$ cat src/rtl/mario_motion.sv
// mario_motion: converts held direction keys and jump presses into a
// registered sprite position, updated once per game tick. A level-held
// move_req tells the renderer to redraw; the position is frozen until the
// renderer acknowledges it.
//
// Build option: define MARIO_WRAP_EN for horizontal wrap-around at the
// screen edges instead of clamping.
//
// state     | meaning
// ----------+------------------------------------------------
// ST_GROUND | standing on the ground, y == GROUND_Y
// ST_RISE   | jumping upward, y decreasing toward APEX_Y
// ST_FALL   | falling back down, y increasing toward GROUND_Y
module mario_motion #(
  parameter int TICK_DIV  = 833333,
  parameter int SCREEN_W  = 160,
  parameter int SPRITE_SZ = 9,
  parameter int X_START   = 10,
  parameter int GROUND_Y  = 100,
  parameter int JUMP_H    = 30
) (
  input  logic       clk,
  input  logic       reset,
  input  logic       enable,
  input  logic       key_left,
  input  logic       key_right,
  input  logic       key_jump,
  input  logic       redraw_ack,
  output logic [7:0] mar_x,
  output logic [6:0] mar_y,
  output logic       move_req,
  output logic       airborne
);

  localparam int            TW      = $clog2(TICK_DIV);
  localparam logic [TW-1:0] TC_LAST = TW'(TICK_DIV - 1);
  localparam logic [7:0]    X_MAX   = 8'(SCREEN_W - SPRITE_SZ);
  localparam logic [7:0]    X_INIT  = 8'(X_START);
  localparam logic [6:0]    Y_GND   = 7'(GROUND_Y);
  localparam logic [6:0]    Y_APEX  = 7'(GROUND_Y - JUMP_H);

  typedef enum logic [1:0] {
    ST_GROUND = 2'd0,
    ST_RISE   = 2'd1,
    ST_FALL   = 2'd2
  } state_t;

  state_t        state_q, state_d;
  logic [TW-1:0] tcnt_q, tcnt_d;
  logic [7:0]    x_q, x_d;
  logic [6:0]    y_q, y_d;
  logic          move_req_q, move_req_d;
  logic          key_jump_q, key_jump_d;
  logic          jump_pend_q, jump_pend_d;
  logic          tick;
  logic          upd;

  // Tick timer, jump edge capture and redraw handshake.
  always_comb begin
    tick       = enable && (tcnt_q == TC_LAST);
    // Position work is only allowed on a tick when no redraw is outstanding.
    upd        = tick && !move_req_q;
    key_jump_d = key_jump;

    if (!enable || tcnt_q == TC_LAST) tcnt_d = '0;
    else                              tcnt_d = tcnt_q + 1'b1;

    // A tick always consumes the pending press, used or not, so presses made
    // while airborne or during a dropped frame never carry over.
    if (!enable || tick)              jump_pend_d = 1'b0;
    else if (key_jump && !key_jump_q) jump_pend_d = 1'b1;
    else                              jump_pend_d = jump_pend_q;

    // Ack has priority; since move_req is high then, the tick is skipped too.
    if (!enable)                              move_req_d = 1'b0;
    else if (move_req_q && redraw_ack)        move_req_d = 1'b0;
    else if (upd && (x_d != x_q || y_d != y_q)) move_req_d = 1'b1;
    else                                      move_req_d = move_req_q;
  end

  // Horizontal step; edges are checked before the add/subtract so x never wraps by accident.
  always_comb begin
    x_d = x_q;
    if (upd) begin
      if (key_left && !key_right) begin
        if (x_q != 8'd0) x_d = x_q - 8'd1;
`ifdef MARIO_WRAP_EN
        else             x_d = X_MAX;
`else
        else             x_d = x_q;
`endif
      end else if (key_right && !key_left) begin
        if (x_q != X_MAX) x_d = x_q + 8'd1;
`ifdef MARIO_WRAP_EN
        else              x_d = 8'd0;
`else
        else              x_d = x_q;
`endif
      end
    end
  end

  // State and position registers.
  always_ff @(posedge clk) begin
    if (reset) begin
      state_q     <= ST_GROUND;
      tcnt_q      <= '0;
      x_q         <= X_INIT;
      y_q         <= Y_GND;
      move_req_q  <= 1'b0;
      key_jump_q  <= 1'b0;
      jump_pend_q <= 1'b0;
    end else begin
      state_q     <= state_d;
      tcnt_q      <= tcnt_d;
      x_q         <= x_d;
      y_q         <= y_d;
      move_req_q  <= move_req_d;
      key_jump_q  <= key_jump_d;
      jump_pend_q <= jump_pend_d;
    end
  end

  // Jump FSM next state and vertical step.
  always_comb begin
    state_d = state_q;
    y_d     = y_q;
    if (upd) begin
      case (state_q)
        ST_GROUND: begin
          if (jump_pend_q) begin
            y_d     = y_q - 7'd1;
            state_d = (y_d == Y_APEX) ? ST_FALL : ST_RISE;
          end
        end
        ST_RISE: begin
          y_d = y_q - 7'd1;
          if (y_d == Y_APEX) state_d = ST_FALL;
        end
        ST_FALL: begin
          y_d = y_q + 7'd1;
          if (y_d == Y_GND) state_d = ST_GROUND;
        end
        default: begin
          state_d = ST_GROUND;
          y_d     = Y_GND;
        end
      endcase
    end
  end

  // Outputs.
  always_comb begin
    mar_x    = x_q;
    mar_y    = y_q;
    move_req = move_req_q;
    airborne = (state_q != ST_GROUND);
  end

endmodule

$ cat config.mk
export PLATFORM = sky130hd
export DESIGN_NAME = mario_motion
export DESIGN_NICKNAME = d
export VERILOG_FILES = /design/src/rtl/mario_motion.sv
export SDC_FILE = /design/constraint.sdc
export NUM_CORES = 1
export LEC_CHECK = 0
export CORE_MARGIN = 4
export CORE_UTILIZATION = 40
export DETAILED_ROUTE_END_ITERATION = 6
export PLACE_DENSITY = 0.61
export SLEW_MARGIN = 20
export SYNTH_ARGS = -nofsm -noshare
export SYNTH_HDL_FRONTEND = slang
export SYNTH_SLANG_ARGS = --single-unit
export TNS_END_PERCENT = 1
$ cat constraint.sdc
create_clock -name clk -period 7 [get_ports clk]
set_clock_uncertainty 0.1 [all_clocks]
set_input_delay 1.4 -clock clk [delete_from_list [all_inputs] [get_ports clk]]
set_output_delay 1.4 -clock clk [all_outputs]
set_load 0.03 [all_outputs]
==> results of run 1 <==
==> sequential cells by signal (all words and copies together), names as in the netlist <==
signal,cells
tcnt_q,20
mar_x,8
mar_y,7
state_q,2
jump_pend_q,1
key_jump_q,1
move_req,1
==> worst max-delay path, delay by kind of cell <==
family	cells	cell delay, ps
AND/OR/NAND/NOR	3	1630
buffers and inverters	1	540
AO/OA/AOI/OAI	1	160
==> routing by layer <==
layer,wire [um],track usage [%]
met1,3200,23.2
met5,0,0
met4,78,4.21
met2,3150,26.4
met3,348,3.33
==> layout by cell type (no fill, tap or decap), types with 5 or more instances in the layout <==
| cell | netlist | layout |
|---|---|---|
| dfxtp_1 | 40 | 40 |
| nor2_1 | 39 | 39 |
| nand2_1 | 26 | 26 |
| a21oi_1 | 23 | 23 |
| o21ai_0 | 24 | 23 |
| clkdlybuf4s50_1 | 0 | 23 |
| nor3_1 | 18 | 18 |
| nand3_1 | 15 | 15 |
| inv_1 | 14 | 14 |
| xor2_1 | 12 | 12 |
| and3_1 | 10 | 10 |
| xnor2_1 | 8 | 8 |
| or3_1 | 8 | 8 |
| ha_1 | 8 | 8 |
| nor4_1 | 7 | 7 |
| nor2b_1 | 6 | 6 |
| clkbuf_8 | 0 | 6 |
| nand4_1 | 5 | 5 |
| a211oi_1 | 5 | 5 |
==> cells by family after synthesis <==
logic type	count (synthesis)
flops	40
fa+ha+maj	8
simple gates	166
mux	4
xor+xnor	20
compound gates	89
buf+inv	37
==> worst max path at each step <==
stage / from / endpoint / slack (ps) / depth (start not counted)
after floorplan: enable / mar_y[0] / 3940 / 5
after global placement: enable / mar_y[0] / 3150 / 5
after detailed placement: enable / mar_y[0] / 3100 / 5
after CTS: state_q[1] / airborne / 3410 / 3
after global routing: state_q[1] / airborne / 3270 / 3
final: enable / mar_y[0] / 3380 / 5
==> power groups by stage <==
stage          combinational, mW  sequential [mW]  clock (mW)
3_3_place_gp              0.0370            0.241           0
2_1_floorplan             0.0238            0.241           0
3_5_place_dp              0.0372            0.241           0
6_report                  0.0372            0.236       0.200
4_1_cts                   0.0375            0.236       0.208
5_1_grt                   0.0416            0.237       0.219
==> cell type report <==
cell class                 instances  area share [%]
clock inverter                     2            1.25
sequential                        40            25.9
clock buffer                       6            2.67
tap                               77            3.11
timing repair buffer              25            7.92
inverter                          14            1.70
multi-input combinational        287            57.5
==> per-stage QoR <==
stage	hold slack, ps	power (mW)	cells	worst slack, ps	util (%)
floorplan	349	0.264	364	3940	-
global placement	369	0.278	443	3150	45.8
detailed placement	383	0.278	443	3100	45.8
CTS	403	0.481	451	3410	47.7
global route	454	0.498	451	3270	47.7
finish	399	0.472	451	3380	47.7
==> metrics.yaml, run 1 <==
critical_path:
  cp_max_fo: 18
  rrSetupSlack_ps: 4360
  rr_worst_depth: 7
  cp.required_ps: 7110
  crit_slowest_cell: "or3_1"
  cp-end-kind: "register"
  cp_cell_sequence: "clkdlybuf4s50_1 -> or4b_1 -> or3_1 -> or4_1 -> a31oi_1"
  crit_path_start_kind: "input port"
  slowest_delay_ps: 600
  arrival_ps: 3730
  r2r_end: "mar_y[0]"
  r2r_start: "tcnt_q[0]"
  path_class: "input port to register"
yosys:
  ys.flop_type: "dfxtp_1"
  synth-async-reset-ratio_pct: 0
  synthXorXnorAreaFrac_pct: 6.44
  synth_mux_area_share_pct: 1.56
  synth_top_family_by_area: "simple AND/OR/NAND/NOR gates"
  netlist_instances: 364
  synth-simple-area-share_pct: 32.6
  ys_types: 59
  yosys.area_share.adder_pct: 3.68
  synth_edf_count: 0
  ys_top_cells_by_count: "dfxtp_1 (40), nor2_1 (39), nand2_1 (26)"
  synth_compound_area_share_pct: 21.1
  syn_nets: 379
  netlist.area_leader.share_pct: 29.4
  synth_top_area_cell: "dfxtp_1"
  ys_warn_count: 0
  synth.area.top_cells: "dfxtp_1 (29%), nor2_1 (5.4%), o21ai_0 (4.4%)"
  yosysSeqAreaShare_pct: 29.4
  yosys_register_bits: 40
  synth_area_per_cell_sq_um: 7.48
  syn_area_sq_um: 2720
  synth_most_common_cell: "dfxtp_1"
floorplanning:
  io_pins: 24
  start_util_pct: 41.9
  rows: 29
  die_area_sq_um: 8190
  dieWidth_um: 90.5
  core_area_sq_um: 6490
  chipHeight_um: 90.5
global_routing:
  grt_pass1_wl_um: 11700
  overflow: 0
  antenna_found_initial: 0
  grt_max_degree: 22
  grt_pass1_vias: 2389
  grt_util_all_layers_pct: 16.7
hold_path:
  holdPathStages: 1
  hp-start: "tcnt_q[0]"
  hold_end: "tcnt_q[0]"
  hp-class: "register to register"
power_and_ir_drop:
  internal-power_mw: 0.363
  p_clk_share_pct: 42.2
  switching_share_pct: 23.1
  ir_worst_vdd_mv: 0.108
  power.leakage_nw: 1.09
  p_switching_mw: 0.109
  comb_power_share_pct: 7.9
  seqPwrFrac_pct: 49.9
  p_per_area_nw_per_um2: 153
clock_network:
  numCtsBuffers: 5
  clk_latency_ps: 290
  cts_tree: "built"
  clock_path_buffers: 2
  cts-root-buf: "clkbuf_8"
  clock-sinks: 40
  cts_hold_buf: 0
  cts_max_level: 2
  cts_resized: 0
  clkTransAtPathRegs_ps: 90
  postCtsSetupRepairBufs: 0
sta:
  post-route-period-util_pct: 51.7
  hold_viol: 0
  setup-tns-final_ps: 0
  setup_viol: 0
  slew_violations: 0
  rsz0062_at_grt: "false"
  min_period_ps: 3620
  tightest_slew_ps: 764
  relSlewSlack_pct: 48.6
  max_freq_mhz: 276
layout:
  drive_above_1_share_pct: 5.35
  n_fill_cell: 653
  design_area_sq_um: 3100
  syn_to_final_growth_pct: 13.7
  regArea_sq_um: 801
  layout.nets: 388
  antenna_cells: 0
  multi_input_area_sq_um: 1780
route:
  route.detailed.drc: 0
  drt_iter0_markers: 243
  wire_per_inst_um: 15.0
  ant_nets: 0
  vias: 2656
  drt-pass1-iter-count: 4
  routed_via_density: 5.89
  drt_wl_total_um: 6780
placement:
  gp_congestion: 0.880
  portBuffers: 23
  place_area_sq_um: 2970
  dp_hpwl_um: 4760
outcome:
  status: "complete, no violations"
flow_run:
  maxCapViolCount: 0
Power figures use the tool's default switching activity.
==> inputs of run 2 (changes only) <==
Settings changed: PLACE_DENSITY 0.61 to 0.63.
Clock period 7 ns to 3.1 ns, I/O delays scaled along.
==> run 2 against run 1 <==
Critical path depth increased by 1. Combinational power increased by 130%. Final cell count increased by 1.8%. Clock power increased by 130%. Sequential power increased by 130%. Utilization increased by 0.92 points. Clock-buffer cell count unchanged. Die area unchanged. Hold slack got worse by 4.7 ps. Global-route usage increased by 0.58 points. Largest cell class unchanged.
==> metrics.yaml, run 2 (synthesized netlist as in run 1, its figures left out) <==
floorplanning:
  dieWidth_um: 90.5
  rows: 29
  io_pins: 24
  chipHeight_um: 90.5
  start_util_pct: 41.9
  core_area_sq_um: 6490
  die_area_sq_um: 8190
sta:
  post-route-period-util_pct: 82.8
  rsz0062_at_grt: "false"
  setup_viol: 0
  whs_ps: 395
  tightest_slew_ps: 596
  setup-tns-final_ps: 0
  max_freq_mhz: 389
  relSlewSlack_pct: 60.0
  hold_viol: 0
  slew_violations: 0
  min_period_ps: 2570
route:
  drt_wl_total_um: 7140
  vias: 2746
  wire_per_inst_um: 15.5
  route.detailed.drc: 0
  drt_iter0_markers: 203
  routed_via_density: 5.98
  ant_nets: 0
  drt-pass1-iter-count: 4
global_routing:
  overflow: 0
  grt_pass1_vias: 2430
  antenna_found_initial: 0
  grt_pass1_wl_um: 11900
  grt_max_degree: 22
  grt_util_all_layers_pct: 17.3
clock_network:
  cts_resized: 0
  cts_tree: "built"
  postCtsSetupRepairBufs: 0
  clock_path_buffers: 2
  cts_max_level: 2
  cts_hold_buf: 0
  clk_latency_ps: 300
  cts-root-buf: "clkbuf_8"
  numCtsBuffers: 5
  clkTransAtPathRegs_ps: 80
  clock-sinks: 40
critical_path:
  cp-end-kind: "register"
  arrival_ps: 2720
  cp.required_ps: 3250
  crit_slowest_cell: "clkdlybuf4s50_1"
  r2r_end: "move_req"
  cp_cell_sequence: "clkdlybuf4s50_1 -> or4b_1 -> or3_1 -> buf_4 -> a2111oi_0 -> a211o_1"
  cp_max_fo: 9
  worst-path-buf-inv: 2
  path_class: "input port to register"
  r2r_start: "mar_x[1]"
  slowest_delay_ps: 540
  crit_family: "simple AND/OR/NAND/NOR gates"
  rr_worst_depth: 7
  rrSetupSlack_ps: 650
  crit_path_start_kind: "input port"
layout:
  n_fill_cell: 659
  instances_no_fill: 459
  final_common_cell: "dfxtp_1"
  antenna_cells: 0
  layout_common_cells: "dfxtp_1 (40), nor2_1 (39), nand2_1 (26)"
  drive_above_1_share_pct: 7.33
  layout.nets: 396
  largest-register: "tcnt_q"
  syn_to_final_growth_pct: 16.0
  largest_reg_flops: 20
  design_area_sq_um: 3160
placement:
  gp_congestion: 0.882
  portBuffers: 23
  post-place-cells: 451
  dp_hpwl_um: 5050
  place_area_sq_um: 3030
power_and_ir_drop:
  ir_worst_vdd_mv: 0.236
  finalPower_mw: 1.08
  power.leakage_nw: 1.13
  p_per_area_nw_per_um2: 342
flow_run:
  maxCapViolCount: 0
hold_path:
  hold_end: "tcnt_q[0]"
  hp-start: "tcnt_q[0]"
  hp-class: "register to register"
  holdPathStages: 1
outcome:
  status: "complete, no violations"
## run 2: cell count changes in the layout (fill, tap and decap cells not counted), sizes merged
| cell | delta |
|---|---|
| buf | +8 |
## run 2: cell type report
type | count | area (sq um) | area share, %
Clock buffer | 6 | 82.6 | 2.62
Clock inverter | 2 | 38.8 | 1.23
Inverter | 14 | 52.6 | 1.67
Multi-Input combinational cell | 287 | 1780 | 56.4
Sequential cell | 40 | 801 | 25.4
Tap cell | 77 | 96.3 | 3.05
Timing Repair Buffer | 33 | 305 | 9.67
## run 2: worst max-delay path by stage
stage                     cells past startpoint     start  slack [ps]       end
after floorplan                               7  mar_x[1]         730  move_req
after global placement                        6    enable         320  mar_x[5]
after detailed placement                      6    enable         240  mar_y[5]
after CTS                                     6    enable         570  mar_x[0]
after global routing                          6    enable         470  mar_y[5]
final                                         6    enable         530  mar_y[5]
## run 2: stage by stage
step	setup slack (ps)	util, %
floorplan	732	-
global placement	324	46.7
detailed placement	243	46.7
CTS	570	48.6
global route	470	48.6
finish	532	48.6
## run 2: report_power, final
part / switching (mW) / total, mW / internal (mW) / leakage [nW]
combinational: 0.0481 / 0.0861 / 0.0380 / 0.743
clock: 0.195 / 0.459 / 0.263 / 0.0614
sequential: 0.0147 / 0.534 / 0.519 / 0.323
## run 2: layer usage
metal  global-route usage (%)  up-vias  routed length [um]
met3                     4.08        9                 487
met5                        0        -                   0
met1                     23.5     1280                3260
met4                     4.59        0                  93
li1                         -     1361                   -
met2                     27.4       96                3290
